### config.mk
export PLATFORM = sky130hd
export DESIGN_NAME = mux32
export DESIGN_NICKNAME = d
export VERILOG_FILES = /design/src/rtl/mux32_pkg.sv /design/src/rtl/mux32_mux8to1.sv /design/src/rtl/mux32.sv
export SDC_FILE = /design/constraint.sdc
export NUM_CORES = 1
export LEC_CHECK = 0
export CAP_MARGIN = 15
export CORE_AREA = 2 2 39 41
export CTS_CLUSTER_DIAMETER = 100
export DETAILED_ROUTE_END_ITERATION = 7
export DIE_AREA = 0 0 41 43
export PLACE_DENSITY = 0.83
export RECOVER_POWER = 50
export SYNTH_ARGS = -nofsm -noshare
export SYNTH_HDL_FRONTEND = slang
export SYNTH_SLANG_ARGS = --single-unit
### constraint.sdc
create_clock -name clk -period 3.55 [get_ports clk]
set_input_delay 0.5325 -clock clk [delete_from_list [all_inputs] [get_ports clk]]
set_output_delay 0.5325 -clock clk [all_outputs]
set_load 0.02 [all_outputs]
### src/rtl/mux32_pkg.sv
// Shared constants and types for the 32-to-1 single-bit selector.
package mux32_pkg;

   localparam int MUX32_N_IN  = 32;
   localparam int MUX32_SEL_W = 5;

   typedef logic [MUX32_SEL_W-1:0] mux32_sel_t;

endpackage : mux32_pkg

### src/rtl/mux32_mux8to1.sv
// Combinational 8-to-1 single-bit selector used as the leaf stage of mux32.
import mux32_pkg::*;

module mux8to1 (
   input  logic [7:0] d,
   input  logic [2:0] sel,
   output logic       y
);

   // An X/Z select propagates X; unselected inputs never reach y.
   always_comb begin
      y = d[sel];
   end

endmodule : mux8to1

### src/rtl/mux32.sv
// 32-to-1 single-bit selector with a registered output (one cycle latency).
import mux32_pkg::*;

module mux32 (
   input  logic I0,
   input  logic I1,
   input  logic I2,
   input  logic I3,
   input  logic I4,
   input  logic I5,
   input  logic I6,
   input  logic I7,
   input  logic I8,
   input  logic I9,
   input  logic I10,
   input  logic I11,
   input  logic I12,
   input  logic I13,
   input  logic I14,
   input  logic I15,
   input  logic I16,
   input  logic I17,
   input  logic I18,
   input  logic I19,
   input  logic I20,
   input  logic I21,
   input  logic I22,
   input  logic I23,
   input  logic I24,
   input  logic I25,
   input  logic I26,
   input  logic I27,
   input  logic I28,
   input  logic I29,
   input  logic I30,
   input  logic I31,
   input  logic [MUX32_SEL_W-1:0] S,
   output logic Y,
   input  logic clk,
   input  logic rst
);

   logic [MUX32_N_IN-1:0] vec;
   mux32_sel_t            sel;
   logic [3:0]            grp_y;
   logic                  y_d;
   logic                  y_q;

   assign vec = {I31, I30, I29, I28, I27, I26, I25, I24,
                 I23, I22, I21, I20, I19, I18, I17, I16,
                 I15, I14, I13, I12, I11, I10, I9,  I8,
                 I7,  I6,  I5,  I4,  I3,  I2,  I1,  I0};
   assign sel = S;

   // Four 8:1 leaves on S[2:0], then a 4:1 stage on S[4:3].
   for (genvar g = 0; g < 4; g++) begin : g_grp
      mux8to1 u_grp (
         .d   (vec[g*8 +: 8]),
         .sel (sel[2:0]),
         .y   (grp_y[g])
      );
   end

   always_comb begin
      y_d = grp_y[sel[4:3]];
   end

   always_ff @(posedge clk) begin
      if (rst) y_q <= 1'b0;
      else     y_q <= y_d;
   end

   assign Y = y_q;

endmodule : mux32

==> metrics.log, run 1 <==
INFO  metric core_region_area = 1384 um2
INFO  metric cell_chain_of_the_critical_path = clkdlybuf4s50_1, mux4_1, mux2_2, o311a_1
INFO  metric final.hold.worst_slack = 1203 ps
INFO  metric gp_routability_congestion = 0.5854
INFO  metric die_x = 41 um
INFO  metric criticalPathCategory = input port to register
INFO  metric via_count = 379
INFO  metric peakVddDrop = 0.04976 mV
INFO  metric die-height = 43 um
INFO  metric holdCritPathClass = input port to register
INFO  metric synthesis.yosys.warnings = 0
INFO  metric worst-endpoint-required = 3430 ps
INFO  metric relSlewSlack = 0.7043
INFO  metric worst_path_max_delay_cell = sky130_fd_sc_hd__clkdlybuf4s50_1
INFO  metric detail_route.first_pass.iterations = 4
INFO  metric final_count_of_pins_violating_max_slew = 0
INFO  metric post-route-period-util = 0.7187
INFO  metric clkSlewWorstSetupHoldPaths = 0 ps
INFO  metric cts_repair_resize_count = 0
INFO  metric setup_viol_count_final = 0
INFO  metric grt_first_pass_wirelength = 1.380 mm
INFO  metric remaining_design_rule_violation_count = 0
INFO  metric initial_utilization = 0.2387
INFO  metric place.port_buffers = 39
INFO  metric fmaxAchievable = 391.9 MHz
INFO  metric cp_top_family = multiplexers
INFO  metric detail_route.wl_per_cell = 11.53 um
INFO  metric worst_ep_arrival_time = 2430 ps
INFO  metric fp.dieArea = 1763 um2
INFO  metric synth.ff_latch_count = 1
INFO  metric rsz0062_at_grt = false
INFO  metric antennaDiodeCount = 0
INFO  metric global_route.usage.total = 0.1061
INFO  metric grt_start_max_net_pins = 10
INFO  metric final.min_clock_period = 2552 ps
INFO  metric detail-route-antenna-nets = 0
INFO  metric worst_slew_pin_slew = 442.2 ps
INFO  metric power-per-cell-area = 118.8 nW/um2
INFO  metric post_cts.repair.setup_buffers = 0
INFO  metric fin_tns_setup = 0 ps
INFO  metric synth_sequential_area_ratio = 0.06061
INFO  metric largest_register_ff_count = 1
INFO  metric postCtsHoldBufs = 0
INFO  metric vias_in_the_first_global_route = 369
INFO  metric layout.core_utilization = 0.5190
INFO  metric post-dp-hpwl = 800.8 um
INFO  metric p_total = 0.08530 mW
INFO  metric stdcell_area = 718.2 um2
INFO  metric cpPeakStageDelay = 740 ps
INFO  metric synth_fp_nets = 63
INFO  metric grt_antenna_before_repair = 0
INFO  metric power.leakage = 0.2780 nW
INFO  metric area_growth_syn_to_layout = 117.4%
INFO  metric boundaryPins = 40
INFO  metric worstPathMaxFanout = 9
INFO  metric ratio_of_cells_with_drive_above_1_in_the_final_layout = 0.05000
INFO  metric setup.worst_path.end_class = register
INFO  metric placement.cell_area = 718.2 um2
INFO  metric synth.cell_area = 330.3 um2
INFO  metric synth_cell_types = 15
INFO  metric syn_inst = 24
INFO  metric detail_route.wirelength = 876 um
INFO  metric row_count = 14
INFO  metric timing.final.hold_violations = 0
INFO  metric outcome = completed
INFO  metric worst-path-buf-inv = 1
INFO  metric layout.nets = 101
INFO  metric routed_via_density = 4.987
INFO  metric grt.overflow.total = 0
INFO  metric startpoint_type = input port
INFO  metric avg_inst_size_synth = 13.76 um2
INFO  metric max_cap_viol_count = 0
INFO  metric number_of_drc_markers_after_the_initial_detailed_route_iteration = 4
## stage by stage
stage | instances | setup slack (ps)
2_1_floorplan | 24 | 1721
3_3_place_gp | 76 | 1017
3_5_place_dp | 76 | 980.4
4_1_cts | 76 | 981.5
5_1_grt | 76 | 913.5
6_report | 76 | 998.5
## cell families after synthesis
| group | Yosys count | share of synthesized area |
|---|---|---|
| muxes | 12 | 0.7197 |
| buffers and inverters | 4 | 0.07953 |
| AOI/OAI and AO/OA | 5 | 0.1099 |
| and+or+nand+nor | 2 | 0.03030 |
| DFF | 1 | 0.06061 |
## final cells by class
class                      count  area (um2)
multi-input combinational     19       284.0
timing repair buffer          39       390.4
sequential                     1       20.02
inverter                       1       3.754
tap                           16       20.02
fill                         127       665.6
## layer usage
| metal | up-vias | GRT usage | part of all wire |
|---|---|---|---|
| met5 | - | 0 | 0 |
| met3 | 0 | 0.01047 | 0.13 |
| met2 | 22 | 0.2094 | 0.57 |
| met1 | 173 | 0.1180 | 0.29 |
| met4 | 0 | 0 | 0 |
| li1 | 184 | - | - |
## Yosys cell counts
cell,number,share of area
sky130_fd_sc_hd__mux4_1,7,0.56
sky130_fd_sc_hd__o311a_1,1,0.030
sky130_fd_sc_hd__clkbuf_1,1,0.011
sky130_fd_sc_hd__buf_4,1,0.023
sky130_fd_sc_hd__inv_1,1,0.011
sky130_fd_sc_hd__mux2_2,3,0.10
sky130_fd_sc_hd__nand2b_1,1,0.019
sky130_fd_sc_hd__a31oi_1,1,0.019
sky130_fd_sc_hd__mux2i_1,2,0.061
sky130_fd_sc_hd__dfxtp_1,1,0.061
sky130_fd_sc_hd__o221ai_1,1,0.027
sky130_fd_sc_hd__o21ai_0,1,0.015
sky130_fd_sc_hd__nand2_1,1,0.011
sky130_fd_sc_hd__o22ai_1,1,0.019
sky130_fd_sc_hd__buf_6,1,0.034
## worst paths after layout
path / start / end / slack, ps / cells past startpoint
max: S[0] / Y / 1000 / 4
min: rst / Y / 1200 / 3
## power breakdown
part	internal, mW	switching (mW)
Sequential	0.0127	0.000168
Combinational	0.0557	0.0168
Clock	0	0
Total	0.0683	0.0170
## cell usage in the layout, fill, tap and decap left out
cell type	count
sky130_fd_sc_hd__o311a_1	1
sky130_fd_sc_hd__o221ai_1	1
sky130_fd_sc_hd__nand2_1	1
sky130_fd_sc_hd__o22ai_1	1
sky130_fd_sc_hd__mux2i_1	2
sky130_fd_sc_hd__inv_1	1
sky130_fd_sc_hd__dlygate4sd3_1	1
sky130_fd_sc_hd__clkdlybuf4s50_1	38
sky130_fd_sc_hd__nand2b_1	1
sky130_fd_sc_hd__mux4_1	7
sky130_fd_sc_hd__dfxtp_1	1
sky130_fd_sc_hd__mux2_2	3
sky130_fd_sc_hd__a31oi_1	1
sky130_fd_sc_hd__o21ai_0	1
No activity file was read; power rests on OpenSTA's default activity.
==> run 2: changes to the inputs <==
- CORE_AREA: 2 2 39 41 -> default
- CORE_MARGIN: default -> 1
- CORE_UTILIZATION: default -> 25
- DIE_AREA: 0 0 41 43 -> default
- clock period: 3.55 -> 2.6 ns (I/O delays scaled with it)
==> run 2 against run 1 <==
  * Worst hold slack worse by 160 ps
  * First-iteration DRC count is 50% lower
  * Sequential power increased by 38%
  * Total power grew 39%
  * Critical path depth rose by 2
  * Flip-flop and latch count is the same
  * Critical path type unchanged
  * Critical endpoint unchanged
==> metrics.log, run 2 (same netlist as run 1, synthesis figures left out) <==
INFO  metric startpoint_type = input port
INFO  metric fillers = 99
INFO  metric gp_routability_congestion = 0.5913
INFO  metric fp.dieArea = 1471 um2
INFO  metric timing.final.hold_violations = 0
INFO  metric die-height = 38.35 um
INFO  metric final_count_of_pins_violating_max_slew = 0
INFO  metric p_total = 0.1186 mW
INFO  metric max_cap_viol_count = 0
INFO  metric ratio_of_cells_with_drive_above_1_in_the_final_layout = 0.06557
INFO  metric leading_cell_type_in_the_layout_fill_and_taps_excluded = sky130_fd_sc_hd__clkdlybuf4s50_1
INFO  metric layout.nets = 102
INFO  metric detail_route.first_pass.iterations = 2
INFO  metric worstPathMaxFanout = 6
INFO  metric cell_chain_of_the_critical_path = clkdlybuf4s50_1, buf_4, mux4_1, mux2i_1, a31oi_1, o311a_1
INFO  metric initial_utilization = 0.2821
INFO  metric worst_ep_arrival_time = 2130 ps
INFO  metric setup_viol_count_final = 0
INFO  metric postLayoutSetupSlackWorst = 350.9 ps
INFO  metric worst-endpoint-required = 2480 ps
INFO  metric peakVddDrop = 0.07502 mV
INFO  metric clkSlewWorstSetupHoldPaths = 0 ps
INFO  metric commonest_non_fill_non_tap_cells_in_the_layout = sky130_fd_sc_hd__clkdlybuf4s50_1, sky130_fd_sc_hd__mux4_1, sky130_fd_sc_hd__mux2_2
INFO  metric die_x = 38.35 um
INFO  metric worst_setup_slack_post_dpl = 331.4 ps
INFO  metric power-per-cell-area = 164.0 nW/um2
INFO  metric detail-route-antenna-nets = 0
INFO  metric area_growth_syn_to_layout = 118.9%
INFO  metric worst_slew_pin_slew = 292.2 ps
INFO  metric layout.core_utilization = 0.6175
INFO  metric via_count = 385
INFO  metric postCtsHoldBufs = 0
INFO  metric setup.worst_path.end_class = register
INFO  metric grt.overflow.total = 0
INFO  metric cpPeakStageDelay = 570 ps
INFO  metric fmaxAchievable = 444.6 MHz
INFO  metric stdcell_area = 723.2 um2
INFO  metric grt_antenna_before_repair = 0
INFO  metric remaining_design_rule_violation_count = 0
INFO  metric relSlewSlack = 0.8046
INFO  metric placement.cell_area = 723.2 um2
INFO  metric power.leakage = 0.2829 nW
INFO  metric post-route-period-util = 0.8650
INFO  metric criticalPathCategory = input port to register
INFO  metric global_route.usage.total = 0.1288
INFO  metric number_of_drc_markers_after_the_initial_detailed_route_iteration = 2
INFO  metric routed_via_density = 5.133
INFO  metric hold_path_depth = 3
INFO  metric place.port_buffers = 39
INFO  metric row_count = 12
INFO  metric cts_repair_resize_count = 0
INFO  metric worst_path_max_delay_cell = sky130_fd_sc_hd__clkdlybuf4s50_1
INFO  metric vias_in_the_first_global_route = 352
INFO  metric detail_route.wirelength = 946 um
INFO  metric holdCritPathClass = input port to register
INFO  metric outcome = completed
INFO  metric grt_start_max_net_pins = 9
INFO  metric largest_register_ff_count = 1
INFO  metric post_cts.repair.setup_buffers = 0
INFO  metric detail_route.wl_per_cell = 12.61 um
INFO  metric grt_first_pass_wirelength = 1.366 mm
INFO  metric core_region_area = 1171 um2
INFO  metric antennaDiodeCount = 0
INFO  metric boundaryPins = 40
INFO  metric final.min_clock_period = 2249 ps
INFO  metric rsz0062_at_grt = false
INFO  metric fin_tns_setup = 0 ps
[run 2: report_power, final]
group / internal (mW) / leakage (nW) / switching [mW] / total, mW
clock: 0 / 0 / 0 / 0
sequential: 0.0173 / 0.00836 / 0.000329 / 0.0176
combinational: 0.0772 / 0.274 / 0.0238 / 0.101
total: 0.0945 / 0.283 / 0.0241 / 0.119
[run 2: cell type report]
cell class / count / area (um2) / share of cell area
repair buffers: 40 / 397.9 / 0.5502
multi-input cells: 19 / 284.0 / 0.3927
flip-flops and latches: 1 / 20.02 / 0.02768
well taps: 14 / 17.52 / 0.02422
inverters: 1 / 3.754 / 0.005190
[run 2: critical path, delay by kind of cell]
family | cells | cell delay (ps)
buf+inv | 2 | 770
compound gates | 2 | 220
mux | 2 | 740
[run 2: final timing paths]
path / from / slack [ps] / to
min: rst / 1040 / Y
max: S[0] / 350 / Y
[run 2: metrics by stage]
step,hold WS (ps),instances
2_1_floorplan,553.6,24
3_3_place_gp,1048,75
3_5_place_dp,1039,75
4_1_cts,1046,75
5_1_grt,1053,75
6_report,1043,75
[run 2: layer usage]
| layer | GRT usage | up-vias | share of wire |
|---|---|---|---|
| met2 | 0.2924 | 24 | 0.55 |
| met5 | 0 | - | 0 |
| met4 | 0.02586 | 0 | 0.026 |
| li1 | - | 186 | - |
| met3 | 0 | 2 | 0.077 |
| met1 | 0.1219 | 173 | 0.34 |
==> run 3: changes to the inputs <==
- PLACE_DENSITY: 0.83 -> 0.84
==> run 3 against run 2 <==
  * Global-route usage grew 1.0 points
  * Sequential power is essentially flat
  * Critical path depth is the same
  * Die area is the same
  * Routed wire length shrank 2.1%
  * Worst hold slack gained 11 ps
  * Fmax shrank 0.50%
  * Final cell count is the same
  * Flip-flop and latch count is the same
  * Via count shrank 0.26%
  * Total power shrank 0.53%
  * Largest cell class unchanged
  * Largest power group unchanged
  * Highest routed layer is now met3
==> metrics.log, run 3 (same netlist as run 1, synthesis figures left out) <==
INFO  metric detail_route.wl_per_cell = 12.35 um
INFO  metric hp-start = rst
INFO  metric criticalPathCategory = input port to register
INFO  metric timing.hold.worst_endpoint = Y
INFO  metric max_cap_viol_count = 0
INFO  metric global_route.usage.total = 0.1389
INFO  metric hold_path_depth = 3
INFO  metric cts_repair_resize_count = 0
INFO  metric ratio_of_cells_with_drive_above_1_in_the_final_layout = 0.06557
INFO  metric postCtsHoldBufs = 0
INFO  metric worst_slew_pin_slew = 277.6 ps
INFO  metric detail_route.wirelength = 926 um
INFO  metric leading_cell_type_in_the_layout_fill_and_taps_excluded = sky130_fd_sc_hd__clkdlybuf4s50_1
INFO  metric cell_chain_of_the_critical_path = clkdlybuf4s50_1, buf_4, mux4_1, o22ai_1, o221ai_1, o311a_1
INFO  metric worstPathMaxFanout = 5
INFO  metric startpoint_type = input port
INFO  metric worst-endpoint-required = 2470 ps
INFO  metric post_cts.repair.setup_buffers = 0
INFO  metric holdCritPathClass = input port to register
INFO  metric cpPeakStageDelay = 600 ps
INFO  metric die-height = 38.35 um
INFO  metric final.min_clock_period = 2260 ps
INFO  metric initial_utilization = 0.2821
INFO  metric vias_in_the_first_global_route = 364
INFO  metric boundaryPins = 40
INFO  metric post-route-period-util = 0.8694
INFO  metric largest_register_ff_count = 1
INFO  metric via_count = 384
INFO  metric die_x = 38.35 um
INFO  metric core_region_area = 1171 um2
INFO  metric commonest_non_fill_non_tap_cells_in_the_layout = sky130_fd_sc_hd__clkdlybuf4s50_1, sky130_fd_sc_hd__mux4_1, sky130_fd_sc_hd__mux2_2
INFO  metric rsz0062_at_grt = false
INFO  metric gp_routability_congestion = 0.7188
INFO  metric area_growth_syn_to_layout = 118.9%
INFO  metric cp_startpoint = S[0]
INFO  metric fp.dieArea = 1471 um2
INFO  metric layout.nets = 102
INFO  metric remaining_design_rule_violation_count = 0
INFO  metric final_count_of_pins_violating_max_slew = 0
INFO  metric place.port_buffers = 39
INFO  metric grt.overflow.total = 0
INFO  metric antennaDiodeCount = 0
INFO  metric number_of_drc_markers_after_the_initial_detailed_route_iteration = 0
INFO  metric grt_first_pass_wirelength = 1.476 mm
INFO  metric grt_start_max_net_pins = 9
INFO  metric worst_setup_slack_post_dpl = 327.5 ps
INFO  metric row_count = 12
INFO  metric peakVddDrop = 0.07386 mV
INFO  metric layout.core_utilization = 0.6175
INFO  metric timing.final.hold_violations = 0
INFO  metric power.leakage = 0.2829 nW
INFO  metric fin_tns_setup = 0 ps
INFO  metric power-per-cell-area = 163.1 nW/um2
INFO  metric fmaxAchievable = 442.4 MHz
INFO  metric setup.worst_path.end_class = register
INFO  metric detail-route-antenna-nets = 0
INFO  metric relSlewSlack = 0.8143
INFO  metric postLayoutSetupSlackWorst = 339.6 ps
INFO  metric worst_ep_arrival_time = 2140 ps
INFO  metric worst_path_max_delay_cell = sky130_fd_sc_hd__clkdlybuf4s50_1
INFO  metric grt_antenna_before_repair = 0
INFO  metric outcome = completed
INFO  metric routed_via_density = 5.120
INFO  metric clkSlewWorstSetupHoldPaths = 0 ps
INFO  metric detail_route.first_pass.iterations = 1
INFO  metric setup_viol_count_final = 0
-- run 3: cell counts in the layout (fill, tap and decap cells not counted) --
No cell type changed its count.
-- run 3: per-stage QoR --
| stage | area (um2) | cells | hold slack, ps | power (mW) |
|---|---|---|---|---|
| after floorplan | 330.3 | 24 | 553.6 | 0.05788 |
| after global placement | 723.2 | 75 | 1048 | 0.1185 |
| after detailed placement | 723.2 | 75 | 1053 | 0.1196 |
| after CTS | 723.2 | 75 | 1055 | 0.1199 |
| after global routing | 723.2 | 75 | 1066 | 0.1261 |
| final | 723.2 | 75 | 1054 | 0.1180 |
-- run 3: worst max-delay path by stage --
| stage | end | slack, ps | depth (start not counted) |
|---|---|---|---|
| after floorplan | Y | 910 | 4 |
| after global placement | Y | 360 | 6 |
| after detailed placement | Y | 330 | 6 |
| after CTS | Y | 330 | 6 |
| after global routing | Y | 180 | 6 |
| final | Y | 340 | 6 |
-- run 3: power by group --
group	switching, mW	leakage, nW	internal, mW
Sequential	0.000426	0.00836	0.0173
Clock	0	0	0
Combinational	0.0230	0.274	0.0772
Total	0.0235	0.283	0.0945
-- run 3: worst max-delay path, delay by kind of cell --
family | cells | cell delay, ps
buffers and inverters | 2 | 790
AOI/OAI and AO/OA | 3 | 410
muxes | 1 | 540
-- run 3: per-layer routing --
metal	GRT usage	vias to the layer above	share of wire	wire length [um]
met1	0.1733	176	0.42	386
met3	0.005814	0	0.081	75
met5	0	-	0	0
met2	0.2754	22	0.50	464
li1	-	186	-	-
met4	0	0	0	0
-- run 3: layout make-up --
class | instances | area (um2)
fill | 98 | 447.9
sequential | 1 | 20.02
timing repair buffer | 40 | 397.9
inverter | 1 | 3.754
multi-input combinational | 19 | 284.0
tap | 14 | 17.52
